$ cat src/rtl/pipe_ctrl_pkg.sv
// Shared pipeline-control types: sequencer state, per-stage control bundle and
// RV32 opcode constants that the hazard unit also decodes.
package pipe_ctrl_pkg;

    typedef enum logic [1:0] {
        ST_INIT     = 2'd0,
        ST_RUN      = 2'd1,
        ST_MEM_WAIT = 2'd2,
        ST_HALT     = 2'd3
    } pipe_state_e;

    localparam logic [6:0] OP_LOAD   = 7'b0000011;
    localparam logic [6:0] OP_STORE  = 7'b0100011;
    localparam logic [6:0] OP_BRANCH = 7'b1100011;
    localparam logic [6:0] OP_JAL    = 7'b1101111;
    localparam logic [6:0] OP_JALR   = 7'b1100111;
    localparam logic [6:0] OP_OP     = 7'b0110011;
    localparam logic [6:0] OP_OP_IMM = 7'b0010011;
    localparam logic [6:0] OP_LUI    = 7'b0110111;
    localparam logic [6:0] OP_AUIPC  = 7'b0010111;

    typedef struct packed {
        logic pc_en;
        logic if_id_en;
        logic id_ex_en;
        logic mem_wb_en;
        logic if_id_flush;
        logic id_ex_flush;
        logic mem_wb_flush;
    } pipe_ctrl_t;

    localparam pipe_ctrl_t CTRL_BUBBLE = pipe_ctrl_t'(7'b0000_111);
    localparam pipe_ctrl_t CTRL_FREEZE = pipe_ctrl_t'(7'b0001_001);
    localparam pipe_ctrl_t CTRL_BRANCH = pipe_ctrl_t'(7'b1111_110);
    localparam pipe_ctrl_t CTRL_HAZARD = pipe_ctrl_t'(7'b0011_010);
    localparam pipe_ctrl_t CTRL_IMISS  = pipe_ctrl_t'(7'b0111_100);
    localparam pipe_ctrl_t CTRL_FLOW   = pipe_ctrl_t'(7'b1111_000);

    // Controls for a cycle in which data memory is not holding the pipe.
    function automatic pipe_ctrl_t advance_ctrl(input logic branch_taken,
                                                input logic hazard_stall,
                                                input logic imem_ready);
        if (branch_taken)     return CTRL_BRANCH;
        else if (hazard_stall) return CTRL_HAZARD;
        else if (!imem_ready)  return CTRL_IMISS;
        else                   return CTRL_FLOW;
    endfunction

endpackage

$ cat src/rtl/pipe_seq_ctrl_if.sv
// Request/enable bundle between the hazard/branch/memory sources and the sequencer.
// Optional PIPE_PERF_EN adds the performance counter outputs.
interface pipe_seq_ctrl_if
`ifdef PIPE_PERF_EN
    #(parameter int CNT_W = 32)
`endif
    ;
    // Level signals sampled every cycle; no valid/ready pairing, the sequencer
    // reacts combinationally and advances state on the rising clock edge.
    logic hazard_stall;
    logic branch_taken;
    logic imem_ready;
    logic dmem_req;
    logic dmem_ready;
    logic pc_en;
    logic if_id_en;
    logic id_ex_en;
    logic mem_wb_en;
    logic if_id_flush;
    logic id_ex_flush;
    logic mem_wb_flush;
    logic mem_timeout;
`ifdef PIPE_PERF_EN
    logic [CNT_W-1:0] stall_cycles;
    logic [CNT_W-1:0] flush_events;
`endif

    modport master (
        output hazard_stall, branch_taken, imem_ready, dmem_req, dmem_ready,
        input  pc_en, if_id_en, id_ex_en, mem_wb_en,
        input  if_id_flush, id_ex_flush, mem_wb_flush, mem_timeout
`ifdef PIPE_PERF_EN
        , input stall_cycles, flush_events
`endif
    );

    modport slave (
        input  hazard_stall, branch_taken, imem_ready, dmem_req, dmem_ready,
        output pc_en, if_id_en, id_ex_en, mem_wb_en,
        output if_id_flush, id_ex_flush, mem_wb_flush, mem_timeout
`ifdef PIPE_PERF_EN
        , output stall_cycles, flush_events
`endif
    );

endinterface

$ cat src/rtl/pipe_perf_cnt.sv
// Stall-cycle and branch-flush event counters; both wrap and clear on rst.
module pipe_perf_cnt #(
    parameter int CNT_W = 32
) (
    input  logic             clk,
    input  logic             rst,
    input  logic             stall_inc,
    input  logic             flush_inc,
    output logic [CNT_W-1:0] stall_cycles,
    output logic [CNT_W-1:0] flush_events
);

    logic [CNT_W-1:0] stall_q, stall_d;
    logic [CNT_W-1:0] flush_q, flush_d;

    always_comb begin
        stall_d = stall_q;
        flush_d = flush_q;
        if (stall_inc) stall_d = stall_q + CNT_W'(1);
        if (flush_inc) flush_d = flush_q + CNT_W'(1);
    end

    always_ff @(posedge clk) begin
        if (rst) begin
            stall_q <= '0;
            flush_q <= '0;
        end else begin
            stall_q <= stall_d;
            flush_q <= flush_d;
        end
    end

    assign stall_cycles = stall_q;
    assign flush_events = flush_q;

endmodule

$ cat src/rtl/pipe_seq_ctrl.sv
// Pipeline sequencer: per-stage enables/flushes, data-memory wait FSM and watchdog.
// Optional PIPE_PERF_EN instantiates pipe_perf_cnt for stall/flush statistics.
module pipe_seq_ctrl
    import pipe_ctrl_pkg::*;
#(
    parameter int MEM_TIMEOUT = 64
`ifdef PIPE_PERF_EN
    , parameter int CNT_W = 32
`endif
) (
    input  logic        clk,
    input  logic        rst,
    pipe_seq_ctrl_if.slave bus,
    output pipe_state_e state_dbg
);

    localparam int WCNT_W = $clog2(MEM_TIMEOUT + 1);
    localparam logic [WCNT_W-1:0] WCNT_LIMIT = WCNT_W'(MEM_TIMEOUT);
    localparam logic [WCNT_W-1:0] WCNT_MAX   = '1;

    pipe_state_e       state_q, state_d;
    logic [WCNT_W-1:0] wait_cnt_q, wait_cnt_d;
    logic              mem_timeout_q, mem_timeout_d;
    pipe_ctrl_t        ctrl;

    always_comb begin
        state_d       = state_q;
        wait_cnt_d    = wait_cnt_q;
        mem_timeout_d = mem_timeout_q;
        ctrl          = CTRL_BUBBLE;
        unique case (state_q)
            ST_INIT: state_d = ST_RUN;
            ST_RUN: begin
                // A stalled memory access freezes EX; branch/hazard are re-presented later.
                if (bus.dmem_req && !bus.dmem_ready) begin
                    ctrl       = CTRL_FREEZE;
                    state_d    = ST_MEM_WAIT;
                    wait_cnt_d = WCNT_W'(1);
                end else begin
                    ctrl = advance_ctrl(bus.branch_taken, bus.hazard_stall, bus.imem_ready);
                end
            end
            ST_MEM_WAIT: begin
                if (bus.dmem_ready) begin
                    ctrl       = advance_ctrl(bus.branch_taken, bus.hazard_stall, bus.imem_ready);
                    state_d    = ST_RUN;
                    wait_cnt_d = '0;
                end else begin
                    ctrl = CTRL_FREEZE;
                    if (wait_cnt_q == WCNT_LIMIT) begin
                        state_d       = ST_HALT;
                        mem_timeout_d = 1'b1;
                    end else if (wait_cnt_q != WCNT_MAX) begin
                        wait_cnt_d = wait_cnt_q + WCNT_W'(1);
                    end
                end
            end
            ST_HALT: ctrl = CTRL_BUBBLE;
            default: state_d = ST_INIT;
        endcase
        if (rst) ctrl = CTRL_BUBBLE;
    end

    always_ff @(posedge clk) begin
        if (rst) begin
            state_q       <= ST_INIT;
            wait_cnt_q    <= '0;
            mem_timeout_q <= 1'b0;
        end else begin
            state_q       <= state_d;
            wait_cnt_q    <= wait_cnt_d;
            mem_timeout_q <= mem_timeout_d;
        end
    end

    assign bus.pc_en        = ctrl.pc_en;
    assign bus.if_id_en     = ctrl.if_id_en;
    assign bus.id_ex_en     = ctrl.id_ex_en;
    assign bus.mem_wb_en    = ctrl.mem_wb_en;
    assign bus.if_id_flush  = ctrl.if_id_flush;
    assign bus.id_ex_flush  = ctrl.id_ex_flush;
    assign bus.mem_wb_flush = ctrl.mem_wb_flush;
    assign bus.mem_timeout  = mem_timeout_q;
    assign state_dbg        = state_q;

`ifdef PIPE_PERF_EN
    logic stall_inc;
    logic flush_inc;

    assign stall_inc = !rst && !ctrl.pc_en &&
                       (state_q == ST_RUN || state_q == ST_MEM_WAIT);
    // Only the branch redirect loads the PC while also bubbling IF/ID.
    assign flush_inc = ctrl.pc_en && ctrl.if_id_flush;

    pipe_perf_cnt #(.CNT_W(CNT_W)) u_perf (
        .clk          (clk),
        .rst          (rst),
        .stall_inc    (stall_inc),
        .flush_inc    (flush_inc),
        .stall_cycles (bus.stall_cycles),
        .flush_events (bus.flush_events)
    );
`endif

endmodule
$ cat src/flat_wrapper.sv
// flat-port wrapper written by rule: the top's interface ports become plain ports
module pipe_seq_ctrl_flat import pipe_ctrl_pkg::*;
#(
    parameter int MEM_TIMEOUT = 64

)
  (clk, rst, state_dbg, bus_hazard_stall, bus_branch_taken, bus_imem_ready, bus_dmem_req, bus_dmem_ready, bus_pc_en, bus_if_id_en, bus_id_ex_en, bus_mem_wb_en, bus_if_id_flush, bus_id_ex_flush, bus_mem_wb_flush, bus_mem_timeout);
  pipe_seq_ctrl_if bus_i ();
  input  logic clk;
  input  logic rst;
  output pipe_state_e state_dbg;
  input wire logic [$bits(bus_i.hazard_stall)-1:0] bus_hazard_stall;
  input wire logic [$bits(bus_i.branch_taken)-1:0] bus_branch_taken;
  input wire logic [$bits(bus_i.imem_ready)-1:0] bus_imem_ready;
  input wire logic [$bits(bus_i.dmem_req)-1:0] bus_dmem_req;
  input wire logic [$bits(bus_i.dmem_ready)-1:0] bus_dmem_ready;
  output wire logic [$bits(bus_i.pc_en)-1:0] bus_pc_en;
  output wire logic [$bits(bus_i.if_id_en)-1:0] bus_if_id_en;
  output wire logic [$bits(bus_i.id_ex_en)-1:0] bus_id_ex_en;
  output wire logic [$bits(bus_i.mem_wb_en)-1:0] bus_mem_wb_en;
  output wire logic [$bits(bus_i.if_id_flush)-1:0] bus_if_id_flush;
  output wire logic [$bits(bus_i.id_ex_flush)-1:0] bus_id_ex_flush;
  output wire logic [$bits(bus_i.mem_wb_flush)-1:0] bus_mem_wb_flush;
  output wire logic [$bits(bus_i.mem_timeout)-1:0] bus_mem_timeout;
  assign bus_i.hazard_stall = bus_hazard_stall;
  assign bus_i.branch_taken = bus_branch_taken;
  assign bus_i.imem_ready = bus_imem_ready;
  assign bus_i.dmem_req = bus_dmem_req;
  assign bus_i.dmem_ready = bus_dmem_ready;
  assign bus_pc_en = bus_i.pc_en;
  assign bus_if_id_en = bus_i.if_id_en;
  assign bus_id_ex_en = bus_i.id_ex_en;
  assign bus_mem_wb_en = bus_i.mem_wb_en;
  assign bus_if_id_flush = bus_i.if_id_flush;
  assign bus_id_ex_flush = bus_i.id_ex_flush;
  assign bus_mem_wb_flush = bus_i.mem_wb_flush;
  assign bus_mem_timeout = bus_i.mem_timeout;
  pipe_seq_ctrl #(.MEM_TIMEOUT(MEM_TIMEOUT)) u_core (.clk(clk), .rst(rst), .bus(bus_i), .state_dbg(state_dbg));
endmodule
$ cat config.mk
export PLATFORM = sky130hd
export DESIGN_NAME = pipe_seq_ctrl_flat
export DESIGN_NICKNAME = d
export VERILOG_FILES = /design/src/rtl/pipe_ctrl_pkg.sv /design/src/rtl/pipe_seq_ctrl_if.sv /design/src/rtl/pipe_perf_cnt.sv /design/src/rtl/pipe_seq_ctrl.sv /design/src/flat_wrapper.sv
export SDC_FILE = /design/constraint.sdc
export NUM_CORES = 1
export LEC_CHECK = 0
export CORE_UTILIZATION = 50
export CTS_CLUSTER_DIAMETER = 80
export DETAILED_ROUTE_END_ITERATION = 16
export PLACE_DENSITY = 0.78
export SYNTH_ARGS = -nofsm -noshare
export SYNTH_HDL_FRONTEND = slang
export SYNTH_SLANG_ARGS = --single-unit
$ cat constraint.sdc
create_clock -name clk -period 2.5 [get_ports clk]
set_clock_uncertainty 0.2 [all_clocks]
set_input_delay 0.5 -clock clk [delete_from_list [all_inputs] [get_ports clk]]
set_output_delay 0.5 -clock clk [all_outputs]
set_load 0.01 [all_outputs]
* After elaboration in Yosys (flattened, before gate mapping)
Cells that the tools add are included.
** Storage, ports and cells
- Output and inout port bits :: 10
- Input bits :: 7
- Flip-flop bits (word level) :: 10
** Cells by class
- Reduce and logical (&&, ||, !) cells :: 8
- Bitwise logic cells :: 1
- Equality and inequality tests :: 8
- Multiplexer cells :: 16
- $add $sub $neg :: 1
** Operator list (count)
- 2-to-1 mux 7 bit :: 10
- one-hot mux 7 bit (2 select lines) :: 2
- adder 7 x 1 -> 7 bit (second input constant) :: 1
- equality test 7 bit (second input constant) :: 1
- != test 7 bit (second input constant) :: 1
- 2-to-1 mux 2 bit :: 3
- != test 3 x 2 -> 1 bit (second input constant) :: 2
- one-hot mux 2 bit (3 select lines) :: 1
- AND reduction 3 bit :: 2
- AND reduction 4 bit :: 1
- != test 3 bit (second input constant) :: 1
- nonzero test 3 bit :: 1
- equality test 2 x 1 -> 1 bit (second input constant) :: 1
- equality test 2 bit (second input constant) :: 1
- logical NOT 2 bit :: 1
- != test 2 x 1 -> 1 bit (second input constant) :: 1
- nonzero test 2 bit :: 1
- logical AND 1 bit :: 1
- logical NOT 1 bit :: 1
- NOT 1 bit :: 1

* Logic depth before layout (Yosys ltp)
- Depth after elaboration :: 6
- Gate-level depth with buffers :: 6
- Gate-level depth less buffers :: 6

* Worst setup path after synthesis
OpenSTA, ideal clock, no wires.
- Kind :: register to output
- Start :: register u_core.state_q[0] (netlist: u_core.state_dbg[0])
- End :: output port bus_if_id_en
- Slack :: 0.345 ns
- Arrival time :: 1.455 ns
- Stages on the path, launching flop included :: 6
- Cell sequence :: dfxtp_1 > inv_1 > ha_1 > nor2_1 > nand2_1 > a21oi_1
** Between the ends
- Cells in the longest elaborated chain, start to end :: 3
- Elaborated cells on any way between the ends :: 4
- Classes of those cells :: eq/ne: 2; mux: 2
** RTL lines
- start: declaration :: RTL line pipe_seq_ctrl.sv:21 : pipe_state_e state_q, state_d;
- start signal: assignment :: RTL line pipe_seq_ctrl.sv:70 : state_q <= state_d;
- equality test 2 bit / equality test 2 x 1 -> 1 bit (equally long branches)
- one-hot mux 7 bit (2 select lines) (*) :: RTL line pipe_seq_ctrl.sv:31 : unique case (state_q)
- 2-to-1 mux 7 bit (*) :: RTL line pipe_seq_ctrl.sv:61 : if (rst) ctrl = CTRL_BUBBLE;
- end: declaration :: RTL line flat_wrapper.sv:18 : output wire logic [$bits(bus_i.if_id_en)-1:0] bus_if_id_en;
Mark *: on every way between the ends. The rest lies on a longest branch, timed or not.

* Worst setup path in the final report
- Start :: register u_core.state_q[0] (netlist: u_core.state_dbg[0])
- End :: output port bus_mem_wb_flush
** Between the ends
- Cells in the longest elaborated chain, start to end :: 3
- Elaborated cells on any way between the ends :: 4
- Classes of those cells :: eq/ne: 2; mux: 2
** RTL lines
- equality test 2 bit / equality test 2 x 1 -> 1 bit (equally long branches)
- one-hot mux 7 bit (2 select lines) (*) :: RTL line pipe_seq_ctrl.sv:31
- 2-to-1 mux 7 bit (*) :: RTL line pipe_seq_ctrl.sv:61
- end: declaration :: RTL line flat_wrapper.sv:23 : output wire logic [$bits(bus_i.mem_wb_flush)-1:0] bus_mem_wb_flush;
Marked as above.

==> impl_table.tex <==
\begin{tabular}{lr}
\hline
Metric & Value \\
\hline
\multicolumn{2}{l}{\textbf{Clock tree}} \\
\quad Clock tree from TritonCTS & yes \\
\quad Number of levels the H-tree was split into & 1 \\
\quad Total setup buffers inserted after CTS & 0 \\
\quad Latest clock arrival within the worst-skew pair & 0.27 ns \\
\quad Number of buffers on the longest clock path & 2 \\
\quad Library cell used as clock root buffer & sky130\_fd\_sc\_hd\_\_clkbuf\_4 \\
\quad Post-CTS Hold Fix Bufs & 0 \\
\quad Clk slew on worst S/H paths & about 0.070 ns \\
\quad Sink Count & 10 \\
\quad TritonCTS buffer count & 3 \\
\multicolumn{2}{l}{\textbf{Final layout}} \\
\quad Number of cells in the finished layout apart from fillers & 140 \\
\quad Total area of multi-input combinational cells & 598 sq um \\
\quad Sequential standard cell area & 205 sq um \\
\quad Filler Cells Inserted & $\sim$130 \\
\quad Share of layout cells above drive strength 1 & 0.234 \\
\quad Area grow syn2layout & 31.2\% \\
\quad Leading cell types in the layout, fill and taps excluded & sky130\_fd\_sc\_hd\_\_inv\_1, sky130\_fd\_sc\_hd\_\_clkdlybuf4s50\_1, sky130\_fd\_sc\_hd\_\_dfxtp\_1 \\
\quad Number of nets in the final layout & 138 \\
\quad Ant. Diodes & 0 \\
\multicolumn{2}{l}{\textbf{Floorplan}} \\
\quad Die H & between 40 and 50 um \\
\quad Top-level port count & 17 \\
\quad Standard-cell rows & 14 \\
\quad Starting density of the core & 0.543 \\
\quad Die outline width & between 40 and 50 um \\
\quad Core area & 1540 sq um \\
\quad Die Footprint & 1840 sq um \\
\multicolumn{2}{l}{\textbf{Timing}} \\
\quad Hold slack & 0.283 ns \\
\quad Worst slew slack as a fraction of its limit & 0.772 \\
\quad Count of endpoints failing setup in the final report & 0 \\
\quad Final WS setup & $\sim$0.091 ns \\
\quad Max Fclk & just over 400 MHz \\
\quad Final worst path period need & 2.41 ns \\
\quad Final Cycle Share & 0.964 \\
\quad Final hold violation count & 0 \\
\quad Slew at the pin closest to its max-slew limit & 0.342 ns \\
\quad Total count of max-transition violations in the final report & 0 \\
\multicolumn{2}{l}{\textbf{Global route}} \\
\quad Overall overflow remaining after global route & 0 \\
\quad First-pass GRT wire length & between 3 and 4 mm \\
\quad GRT Resource Usage Total & 0.250 \\
\quad Pin count of the biggest net entering global routing & 14 \\
\quad Vias in the first global route & approximately 760 \\
\quad Antenna violations before repair & 0 \\
\multicolumn{2}{l}{\textbf{Synthesis}} \\
\quad Mapped Avg Cell Area & approximately 8.4 sq um \\
\quad Synth warnings & 0 \\
\quad Proportion of synthesized chip area in sequential cells & 0.239 \\
\quad Count of flip-flops with a built-in enable after synthesis & 0 \\
\quad Post-synth net total & around 110 \\
\quad Synth unique cells & between 40 and 50 \\
\quad Post-synthesis cell area & roughly 840 sq um \\
\quad Count of mapped cells out of synthesis & 100 \\
\quad Dominant register cell in the synthesized netlist & sky130\_fd\_sc\_hd\_\_dfxtp\_1 \\
\quad Flip-flop and latch count after synthesis & 10 \\
\quad Post-synthesis async set-or-reset flop share & 0 \\
\multicolumn{2}{l}{\textbf{Worst setup path}} \\
\quad Number of cells on the worst reg-to-reg path & 6 \\
\quad Arrival time reported for the critical path endpoint & 1.71 ns \\
\quad CP peak stage delay & roughly 0.38 ns \\
\quad Worst r2r dst & u\_core.state\_dbg[0]\$\_SDFFE\_PP0P\_ \\
\quad Launch point of the worst reg-to-reg path & u\_core.state\_dbg[0]\$\_SDFFE\_PP0P\_ \\
\quad Endpoint of the most critical setup path & bus\_mem\_wb\_flush \\
\quad WP data required & 1.80 ns \\
\quad Startpoint Class & flop \\
\quad Worst-path cell with the longest stage delay & sky130\_fd\_sc\_hd\_\_dfxtp\_4 \\
\quad Setup slack of the most critical reg-to-reg path & 0.50 ns \\
\quad CP endpoint kind & output port \\
\quad Maximum fanout along the worst path & 5 \\
\quad Worst setup path category & reg -> out \\
\quad Cell-by-cell listing of the critical path & inv\_1, ha\_1, nor2\_2, buf\_4, o21ai\_0, dlygate4sd2\_1 \\
\quad Worst setup path startpoint & u\_core.state\_dbg[0]\$\_SDFFE\_PP0P\_ \\
\multicolumn{2}{l}{\textbf{Place}} \\
\quad Number of cells in the design after placement & 136 \\
\quad HPWL after detailed placement & about 1.6 mm \\
\quad Number of buffers added on ports & 16 \\
\quad Gp weighted congestion & 0.789 \\
\quad Post-placement setup slack & -0.195 ns \\
\multicolumn{2}{l}{\textbf{Outcome}} \\
\quad Status & finished clean \\
\multicolumn{2}{l}{\textbf{Detailed routing}} \\
\quad Starting DRT DRC Count & 28 \\
\quad Routed wire length & around 2.1 mm \\
\quad Post-route DRC violation count & 0 \\
\quad Routed via count divided by cell count & 6.06 \\
\quad Overall via count from detail\_route & roughly 850 \\
\quad Antenna Violating Nets Remaining & 0 \\
\quad Mean routed wirelength per cell & around 15 um \\
\quad Number of iterations in the first detailed-routing pass & 4 \\
\multicolumn{2}{l}{\textbf{Power}} \\
\quad Total power density per cell area & $\sim$650 nW/um\^{}2 \\
\quad Max IR drop VDD & 0.494 mV \\
\quad Total leakage power & approximately 0.44 nW \\
\multicolumn{2}{l}{\textbf{Run}} \\
\quad Max Cap Viol & 0 \\
\multicolumn{2}{l}{\textbf{Min path}} \\
\quad Min-Delay Path Class & reg -> reg \\
\hline
\end{tabular}
## cell usage after synthesis, types with 2 or more instances
| cell type | count | area, sq um |
|---|---|---|
| sky130_fd_sc_hd__nor2_1 | 8 | 30.0 |
| sky130_fd_sc_hd__nand2_1 | 7 | 26.3 |
| sky130_fd_sc_hd__nand3b_1 | 2 | 15.0 |
| sky130_fd_sc_hd__a21oi_1 | 7 | 35.0 |
| sky130_fd_sc_hd__ha_1 | 6 | 75.1 |
| sky130_fd_sc_hd__dfxtp_1 | 10 | 200 |
| sky130_fd_sc_hd__a31oi_1 | 3 | 18.8 |
| sky130_fd_sc_hd__nand3_1 | 3 | 15.0 |
| sky130_fd_sc_hd__inv_1 | 9 | 33.8 |
| sky130_fd_sc_hd__a211oi_2 | 2 | 25.0 |
| sky130_fd_sc_hd__nand4_1 | 4 | 25.0 |
| sky130_fd_sc_hd__nor3_1 | 2 | 10.0 |
| sky130_fd_sc_hd__nand2b_1 | 3 | 18.8 |
| sky130_fd_sc_hd__o21ai_0 | 6 | 30.0 |
## where the power goes
part | switching, mW | leakage (nW) | internal [mW]
Clock | 0.0581 | 0.0210 | 0.0885
Sequential | 0.0250 | 0.0820 | 0.181
Combinational | 0.187 | 0.335 | 0.176
Total | 0.271 | 0.438 | 0.446
## per-stage QoR
step / setup TNS, ns / instance area, sq um / total power, mW / util
4_1_cts: 0 / 1080 / 0.700 / 0.704
3_3_place_gp: -0.444 / 1050 / 0.552 / 0.681
5_1_grt: -0.0358 / 1100 / 0.763 / 0.713
2_1_floorplan: 0 / 837 / 0.400 / -
6_report: 0 / 1100 / 0.716 / 0.713
3_5_place_dp: -0.747 / 1050 / 0.561 / 0.681
## flip-flops by register name, indices dropped and copies added (netlist names)
signal                  cells
u_core.wait_cnt_q           7
u_core.bus.mem_timeout      1
u_core.state_dbg            2
## layout make-up
class	instances	area share
repair buffers	23	0.183
multi-input cells	77	0.544
flip-flops and latches	10	0.187
well taps	16	0.0182
inverters	10	0.0342
clock buffers	4	0.0330
## critical path: cells and delay by family (launching register included)
| family | cells | cell delay, ns |
|---|---|---|
| flops | 1 | 0.38 |
| simple gates | 1 | 0.16 |
| compound gates | 1 | 0.07 |
| buf+inv | 3 | 0.50 |
| fa+ha+maj | 1 | 0.32 |
## timing repair
item,4_1_cts,5_1_grt
endpoints found under the setup margin,7,2
gates resized for setup,11,6
pin swaps,0,1
## cells by family after synthesis
logic type                 count (synthesis)  share of synthesized area
buffers and inverters                     13                     0.0687
adders and majority gates                  6                     0.0897
and+or+nand+nor                           39                      0.300
AOI/OAI and AO/OA                         30                      0.272
muxes                                      2                     0.0299
DFF                                       10                      0.239
## worst min-delay path by stage
stage / start / end / depth (start not counted)
after floorplan: u_core.bus.mem_timeout$_SDFFE_PP0P_ / u_core.bus.mem_timeout$_SDFFE_PP0P_ / 2
after global routing: u_core.bus.mem_timeout$_SDFFE_PP0P_ / u_core.bus.mem_timeout$_SDFFE_PP0P_ / 2
final: u_core.bus.mem_timeout$_SDFFE_PP0P_ / u_core.bus.mem_timeout$_SDFFE_PP0P_ / 2
after CTS: u_core.bus.mem_timeout$_SDFFE_PP0P_ / u_core.bus.mem_timeout$_SDFFE_PP0P_ / 2
after global placement: u_core.bus.mem_timeout$_SDFFE_PP0P_ / u_core.bus.mem_timeout$_SDFFE_PP0P_ / 2
after detailed placement: u_core.bus.mem_timeout$_SDFFE_PP0P_ / u_core.bus.mem_timeout$_SDFFE_PP0P_ / 2
## per-layer routing
metal  up-vias  routed length [um]  global-route usage
met5         -                   0                   0
met4         0                   0              0.0375
met3         0                  97              0.0638
met2        20                1080               0.418
met1       406                 933               0.326
li1        422                   -                   -
Power figures use the tool's default switching activity.
